## config.mk

```make
export PLATFORM = sky130hd
export DESIGN_NAME = la_pwrseq
export DESIGN_NICKNAME = d
export VERILOG_FILES = /design/src/rtl/la_pwrseq_pkg.sv /design/src/rtl/la_pwrseq_cnt.sv /design/src/rtl/la_pwrseq.sv
export SDC_FILE = /design/constraint.sdc
export NUM_CORES = 1
export LEC_CHECK = 0
export ABC_CLOCK_PERIOD_IN_PS = 3300
export CAP_MARGIN = 10
export CORE_MARGIN = 3
export CORE_UTILIZATION = 45
export CTS_BUF_LIST = sky130_fd_sc_hd__clkbuf_8
export DETAILED_ROUTE_END_ITERATION = 16
export HOLD_SLACK_MARGIN = 0.06
export PLACE_DENSITY = 0.64
export SLEW_MARGIN = 10
export SYNTH_ARGS = -nofsm -noshare
export SYNTH_HDL_FRONTEND = slang
export SYNTH_SLANG_ARGS = --single-unit
```

## constraint.sdc

```tcl
create_clock -name clk -period 3.3 [get_ports clk]
set_input_delay 0.66 -clock clk [delete_from_list [all_inputs] [get_ports clk]]
set_output_delay 0.66 -clock clk [all_outputs]
set_load 0.1 [all_outputs]
```

## src/rtl/la_pwrseq_pkg.sv

```systemverilog
// Shared types for the power-domain sequencer.
// State encoding and counter sizing helpers.
package la_pwrseq_pkg;

   typedef enum logic [3:0] {
      S_OFF,
      S_UP,
      S_ACK,
      S_UNRST,
      S_UNISO,
      S_ON,
      S_CLAMP,
      S_DOWN,
      S_ERR
   } state_t;

   localparam int TIMEOUT_DEF = 255;
   localparam int CW_MIN      = 16;

   function automatic int cnt_w(input int dw);
      return (dw > CW_MIN) ? dw : CW_MIN;
   endfunction

endpackage

```

## src/rtl/la_pwrseq_cnt.sv

```systemverilog
// Loadable down-counter with zero flag.
// Shared between switch-step delay and sw_ack timeout.
module la_pwrseq_cnt
   import la_pwrseq_pkg::*;
#(
   parameter int W = 16
) (
   input  logic         clk,
   input  logic         reset,
   input  logic         load,
   input  logic [W-1:0] val,
   output logic         zero
);

   logic [W-1:0] cnt;

   // load wins; otherwise count down and park at zero
   always_ff @(posedge clk) begin
      if (reset)
         cnt <= '0;
      else if (load)
         cnt <= val;
      else if (cnt != '0)
         cnt <= cnt - W'(1);
   end

   assign zero = (cnt == '0);

endmodule

```

## src/rtl/la_pwrseq.sv

```systemverilog
// Power-domain sequencer: staged switch ramp, reset and isolation
// ordering for one switchable domain, from the always-on domain.
module la_pwrseq
   import la_pwrseq_pkg::*;
#(
   parameter int    N       = 4,
   parameter int    DW      = 8,
   parameter int    TIMEOUT = TIMEOUT_DEF,
   parameter string PROP    = "DEFAULT"
) (
   input  logic          clk,
   input  logic          reset,
   input  logic          on_req,
   input  logic [DW-1:0] dly,
   input  logic          sw_ack,
   output logic [N-1:0]  sw_en,
   output logic          dom_nreset,
   output logic          iso,
   output logic          pwr_on,
   output logic          busy,
   output logic          err
);

   localparam int            CW    = cnt_w(DW);
   localparam logic [N-1:0]  FULL  = '1;
   localparam logic [CW-1:0] TO_LD = CW'(TIMEOUT - 1);
   localparam bit            PROP_DEF = (PROP == "DEFAULT");

   // PROP is an implementation tag only; no logic depends on it
   if (!PROP_DEF) begin : g_prop_custom
   end

   state_t        state;
   state_t        state_nx;
   logic [N-1:0]  sw_en_nx;
   logic [N-1:0]  sw_up;
   logic [N-1:0]  sw_dn;
   logic          nrst_nx;
   logic          iso_nx;
   logic          pwr_nx;
   logic          busy_nx;
   logic          err_nx;
   logic          ld;
   logic [CW-1:0] ld_val;
   logic [CW-1:0] step_ld;
   logic          zero;

   // counter loads D-1 so a step lands exactly D cycles after the load
   assign step_ld = (dly == '0) ? '0 : CW'(dly - DW'(1));
   assign sw_up   = (sw_en << 1) | N'(1);
   assign sw_dn   = sw_en >> 1;

   la_pwrseq_cnt #(.W(CW)) u_cnt (
      .clk   (clk),
      .reset (reset),
      .load  (ld),
      .val   (ld_val),
      .zero  (zero)
   );

   // next-state and next-output decode
   always_comb begin
      state_nx = state;
      sw_en_nx = sw_en;
      nrst_nx  = dom_nreset;
      iso_nx   = iso;
      pwr_nx   = pwr_on;
      err_nx   = err;
      ld       = 1'b0;
      ld_val   = step_ld;
      unique case (state)
         S_OFF: begin
            if (on_req) begin
               state_nx = S_UP;
               sw_en_nx = N'(1);
               ld       = 1'b1;
            end
         end
         S_UP: begin
            if (!on_req) begin
               state_nx = S_DOWN;
               ld       = 1'b1;
            end else if (zero) begin
               ld = 1'b1;
               if (sw_en == FULL) begin
                  state_nx = S_ACK;
                  ld_val   = TO_LD;
               end else begin
                  sw_en_nx = sw_up;
               end
            end
         end
         S_ACK: begin
            if (!on_req) begin
               state_nx = S_DOWN;
               ld       = 1'b1;
            end else if (sw_ack) begin
               state_nx = S_UNRST;
               nrst_nx  = 1'b1;
            end else if (zero) begin
               state_nx = S_ERR;
               sw_en_nx = '0;
               nrst_nx  = 1'b0;
               iso_nx   = 1'b1;
               err_nx   = 1'b1;
            end
         end
         S_UNRST: begin
            state_nx = S_UNISO;
            iso_nx   = 1'b0;
            pwr_nx   = 1'b1;
         end
         S_UNISO: begin
            state_nx = S_ON;
         end
         S_ON: begin
            if (!on_req) begin
               state_nx = S_CLAMP;
               pwr_nx   = 1'b0;
               iso_nx   = 1'b1;
            end
         end
         S_CLAMP: begin
            state_nx = S_DOWN;
            nrst_nx  = 1'b0;
            ld       = 1'b1;
         end
         S_DOWN: begin
            if (zero) begin
               sw_en_nx = sw_dn;
               ld       = 1'b1;
               if (sw_dn == '0)
                  state_nx = S_OFF;
            end
         end
         S_ERR: begin
            sw_en_nx = '0;
            nrst_nx  = 1'b0;
            iso_nx   = 1'b1;
            err_nx   = 1'b1;
            if (!on_req)
               state_nx = S_OFF;
         end
         default: begin
            state_nx = S_OFF;
            sw_en_nx = '0;
            nrst_nx  = 1'b0;
            iso_nx   = 1'b1;
            pwr_nx   = 1'b0;
         end
      endcase
      busy_nx = !(state_nx == S_OFF || state_nx == S_ON ||
                  state_nx == S_ERR);
   end

   // state and registered outputs
   always_ff @(posedge clk) begin
      if (reset) begin
         state      <= S_OFF;
         sw_en      <= '0;
         dom_nreset <= 1'b0;
         iso        <= 1'b1;
         pwr_on     <= 1'b0;
         busy       <= 1'b0;
         err        <= 1'b0;
      end else begin
         state      <= state_nx;
         sw_en      <= sw_en_nx;
         dom_nreset <= nrst_nx;
         iso        <= iso_nx;
         pwr_on     <= pwr_nx;
         busy       <= busy_nx;
         err        <= err_nx;
      end
   end

endmodule
```

* Yosys cells after proc, flatten, opt, wreduce, memory -nomap -nowiden *
Index checks and enable logic that the tools add are counted.

word-level totals
  flip-flop bits (word level) = 29
  input port bits = 12
  output and inout bits = 9
  word-level logic and storage cells = 100

cells by class
  $add $sub $neg = 2
  eq/ne operators = 21
  mux-type cells = 45
  bitwise gates (word level) = 4
  reductions and logical operators = 20

operators with widths
  cell                                                                   number
  16-bit 2-to-1 mux                                                      7
  4-bit 2-to-1 mux                                                       19
  4-bit one-hot mux with 9 select lines                                  1
  4-bit by 3-bit == test with 1-bit output (second input constant)       5
  4-bit one-hot mux with 5 select lines                                  1
  16-bit zero test                                                       1
  16-bit nonzero test                                                    1
  16-bit by 1-bit subtractor with 16-bit output (second input constant)  1
  4-bit == test (second input constant)                                  3
  4-bit zero test                                                        3
  1-bit 2-to-1 mux                                                       12
  2-bit != test (second input constant)                                  6
  9-bit AND reduction                                                    1
  8-bit by 1-bit subtractor with 9-bit output (second input constant)    1
  4-bit by 2-bit == test with 1-bit output (second input constant)       2
  8-bit zero test                                                        1
  7-bit OR reduction                                                     1
  2-bit by 1-bit != test with 1-bit output (second input constant)       3
  6-bit OR reduction                                                     1
  1-bit one-hot mux with 5 select lines                                  1
  5-bit AND reduction                                                    1
  5-bit OR reduction                                                     1
  4-bit by 1-bit == test with 1-bit output (second input constant)       1
  1-bit inverter                                                         4
  11 further kinds                                                       14

* Longest topological paths before layout *
  depth in word-level cells = 9
  gate-level depth with buffers = 10
  mapped depth without buffers = 8

* Modules after synthesis *
From an unflattened synthesis, not the netlist that was laid out.

second synthesis, totals
  cells, all modules = 257
  area, all modules = 1,994.4 µm²

modules (own cells, without submodules)
  module         instances  cells an instance  area each (µm²)  seq. area each (µm²)
  la_pwrseq      1          145                1,092.3          260.2
  la_pwrseq_cnt  1          112                902.1            320.3

* Least setup slack after synthesis *
No wires, ideal clock.

  path type = reg-to-reg
  start = register sw_en[1]
  end = register sw_en[3]
  setup time = 0.071 ns
  arrival = 2.296 ns
  required time = 3.229 ns
  setup slack = 0.933 ns
  stages on the path, launching flop included = 6
  buffers on the path = 0
  clock period less this slack = 2.367 ns
  path through = dfxtp_1 > nand4_1 > o211ai_1 > a22oi_4 > or3b_2 > a21oi_1

between the ends
  cells in the longest elaborated chain, start to end = 3

RTL lines
  what                           RTL line          source
  from (decl)                    la_pwrseq.sv:16   output logic [N-1:0] sw_en,
  from (signal assigned)         la_pwrseq.sv:168  sw_en <= sw_en_nx;
  4-bit == test                  la_pwrseq.sv:85   if (sw_en == FULL) begin
  2-bit != test (no line)        --
  9-bit AND reduction (no line)  --

Every way passes these cells.
A chain may end at the register's enable or synchronous reset.

* Final worst setup path *
  start = register u_cnt.cnt[0]
  end = register busy

between the ends
  cells in the longest elaborated chain, start to end = 9
  elaborated cells on any way between the ends = 14

RTL lines
  what                                                                         RTL line             source
  from (decl)                                                                  la_pwrseq_cnt.sv:15  logic [W-1:0] cnt;
  from (signal assigned)                                                       la_pwrseq_cnt.sv:22  cnt <= val;
  from (signal assigned)                                                       la_pwrseq_cnt.sv:24  cnt <= cnt - W'(1);
  16-bit zero test *                                                           la_pwrseq_cnt.sv:27  assign zero = (cnt == '0);
  4-bit 2-to-1 mux                                                             la_pwrseq.sv:100     end else if (zero) begin
  4-bit 2-to-1 mux                                                             la_pwrseq.sv:97      end else if (sw_ack) begin
  4-bit 2-to-1 mux                                                             la_pwrseq.sv:94      if (!on_req) begin
  4-bit one-hot mux with 9 select lines *                                      la_pwrseq.sv:71      unique case (state)
  4-bit by 3-bit == test with 1-bit output or 4-bit zero test (tied branches)  la_pwrseq.sv:152     busy_nx = !(state_nx == S_OFF || state_nx == S_ON ||
  1-bit logical OR                                                             la_pwrseq.sv:152
  1-bit logical OR *                                                           la_pwrseq.sv:152
  1-bit zero test *                                                            la_pwrseq.sv:152
  to (signal assigned)                                                         la_pwrseq.sv:172     busy <= busy_nx;
  to (decl)                                                                    la_pwrseq.sv:20      output logic busy,

Mark *: on every way between the ends. The rest lies on a longest branch, timed or not.

==> impl_metrics.py <==
metrics = {
    "status": {
        "status": "completed",
    },
    "final_layout": {
        "drive_gt1_share_pct": 11.7,
        "fill_cells": 374,
        "nets": 271,
        "n_antenna_cell": 0,
        "area_delta_synth_final_pct": 14.8,
    },
    "clocking": {
        "ctsHoldBuffers": 0,
        "cts_buffers": 5,
        "clock_sinks": 29,
        "cts_resized": 0,
        "cts_tree": "built",
        "clkTransAtPathRegs_ns": 0.06,
        "htree_num_levels": 2,
        "insertion_delay_ns": 0.28,
        "postCtsSetupBuffers": 0,
        "clk_path_buf_depth": 2,
        "cts-root-buf": "clkbuf_8",
    },
    "worst_hold_path": {
        "min_path_type": "flop to flop",
    },
    "sta": {
        "slew_headroom_pct": 57.5,
        "setup_violations": 0,
        "min_period_ns": 2.60,
        "fin_worst_skew_ns": 0.00287,
        "worst_slack_ns": 0.705,
        "finalSetupTns_ns": 0,
        "period_share_pct": 78.6,
        "hold_viol_final": 0,
        "drv_slew": 0,
        "rsz0062_at_grt": "false",
        "worstMarginPinSlew_ns": 0.629,
        "fmax_ghz": 0.385,
    },
    "power_and_ir_drop": {
        "power_leakage_uw": 0.000779,
        "vdd_ir_drop_max_v": 0.000324,
        "p_per_area_mw_per_mm2": 837,
    },
    "worst_setup_path": {
        "critPathLaunchType": "flop",
        "crit_required_ns": 3.46,
        "critPathCaptureType": "flop",
        "rrSetupSlack_ns": 0.70,
        "criticalPathCategory": "flop to flop",
        "crit_arrival_ns": 2.76,
        "path_max_fanout": 9,
    },
    "routing": {
        "vias_per_cell": 5.62,
        "drtIter0Drc": 60,
        "vias": 1714,
        "wire_per_inst_um": 13.8,
        "drc": 0,
        "routed_wl_um": 4210,
        "ant_nets": 0,
        "drtPass1Iterations": 4,
    },
    "placement": {
        "gp_congestion": 0.843,
        "dp_slack_ns": 0.550,
        "dp_hpwl_um": 3020,
        "numPortBuffers": 20,
    },
    "global_route": {
        "grt_pass1_vias": 1485,
        "grt_max_degree": 20,
        "grt_use_total_pct": 17.7,
        "grt_overflow": 0,
        "grt_pass1_wl_um": 7140,
        "antenna_found_initial": 0,
    },
    "die": {
        "start_util_pct": 49.1,
        "dieHeight_um": 70.6,
        "core-area_mm2": 0.00383,
        "ios": 21,
        "dieArea_mm2": 0.00498,
        "die_x_um": 70.6,
        "row_count": 22,
    },
    "yosys": {
        "yosysMostFrequentCell": "nor2_1",
        "synth_edf_count": 0,
        "syn_nets": 254,
        "avgSynthCellArea_um2": 7.85,
        "ys_seq_area_share_pct": 30.9,
        "synthCells": 239,
        "synth_top_cell_area_share_pct": 30.9,
        "synth_ff_type": "dfxtp_1",
        "postSynth.asyncResetShare_pct": 0,
        "netlist.top_cell.by_area": "dfxtp_1",
        "synth_warnings": 0,
        "ys_ff_latch": 29,
        "synthTopCellsByCount": "35 x nor2_1, 29 x dfxtp_1, 15 x a21oi_1",
        "synth.area.top_cells": "dfxtp_1 31%, nor2_1 7.0%, xnor2_1 6.1%, a21oi_1 4.0%, nand2b_1 3.0%",
        "syn_area_mm2": 0.00188,
        "synth_cell_type_count": 55,
    },
    "flow_run": {
        "cap_violations": 0,
    },
}
-- through the flow --
stage | hold WS (ns) | std cells | area (um2) | power (uW) | utilization (%)
2_1_floorplan | 0.472 | 239 | 1880 | 1370 | -
3_3_place_gp | 0.480 | 297 | 2070 | 1530 | 54.2
3_5_place_dp | 0.476 | 297 | 2070 | 1530 | 54.2
4_1_cts | 0.489 | 305 | 2150 | 1810 | 56.3
5_1_grt | 0.523 | 305 | 2150 | 1950 | 56.3
6_report | 0.484 | 305 | 2150 | 1800 | 56.3
-- worst paths after layout --
path / cells past startpoint / to / from
worst min-delay path: 2 / pwr_on$_SDFFE_PP0P_ / pwr_on$_SDFFE_PP0P_
worst max-delay path: 9 / busy$_SDFF_PP0_ / u_cnt.cnt[0]$_SDFFE_PP0P_
worst min register to register: 2 / pwr_on$_SDFFE_PP0P_ / pwr_on$_SDFFE_PP0P_
worst max register to register: 9 / busy$_SDFF_PP0_ / u_cnt.cnt[0]$_SDFFE_PP0P_
-- placed cells by master, fill, tap and decap left out, types with 2 or more instances in the layout --
cell type and instances:
nor2_2 2, a22o_1 2, nand2b_1 9, buf_4 13
xor2_1 6, clkbuf_8 5, nor2b_1 4, clkdlybuf4s50_1 11
nor3_1 9, or2_2 2, nor4_1 4, a31oi_1 4
xnor2_1 13, nor2_1 35, a211oi_2 2, inv_1 8
nand3_1 7, nand2_1 12, nor3b_1 3, and3_1 2
nand3b_1 3, o211ai_1 2, nand4_1 2, or4_4 2
a21oi_1 15, o21ai_0 11, mux2i_1 2, or4_1 2
a21o_1 2, ha_1 3, dfxtp_1 29, a211oi_1 4
or3_1 6
-- area by class of cell --
type / instances / area [um2] / share of cell area (%)
well taps: 48 / 60.1 / 2.79
multi-input cells: 191 / 1210 / 56.0
repair buffers: 24 / 208 / 9.64
clock inverters: 3 / 11.3 / 0.523
inverters: 5 / 18.8 / 0.871
clock buffers: 5 / 68.8 / 3.19
flip-flops and latches: 29 / 581 / 26.9
-- flip-flops by register name, indices dropped and copies added (netlist names) --
register	flops
state	4
u_cnt.cnt	16
busy	1
iso	1
sw_en	4
pwr_on	1
dom_nreset	1
err	1
-- routing by layer --
layer / routed length (um) / vias to the layer above / GRT usage (%)
met2: 1710 / 48 / 23.4
li1: - / 888 / -
met3: 253 / 5 / 4.97
met1: 2200 / 773 / 26.7
met4: 45 / 0 / 6.68
met5: 0 / - / 0
-- critical path, cell delays in order (launching register included) --
cell     delay, ns
dfxtp_1       0.36
inv_1         0.09
ha_1          0.13
or4b_1        0.49
nor4_1        0.50
buf_4         0.27
nor3_1        0.06
nor3_1        0.31
xor2_1        0.18
a31oi_1       0.09
-- power by group --
part           internal (uW)  switching (uW)  leakage (uW)  total (uW)
registers                444             117      0.000237         561
logic                    421             550      0.000490         971
clock network            140             131     0.0000519         271
total                   1010             797      0.000779        1800
-- cells by family (layout without fill, tap and decap cells) --
kind of cell,Yosys count,after routing,share of synthesized area (%)
multiplexers,2,2,1.07
adder cells (fa/ha/maj),3,3,2.00
AND/OR/NAND/NOR,110,110,30.9
buffers and inverters,19,37,4.73
flip-flops,29,29,30.9
AO/OA/AOI/OAI,57,57,21.5
XOR/XNOR,19,19,8.87
Note: power is estimated with default switching activity, not from simulation.
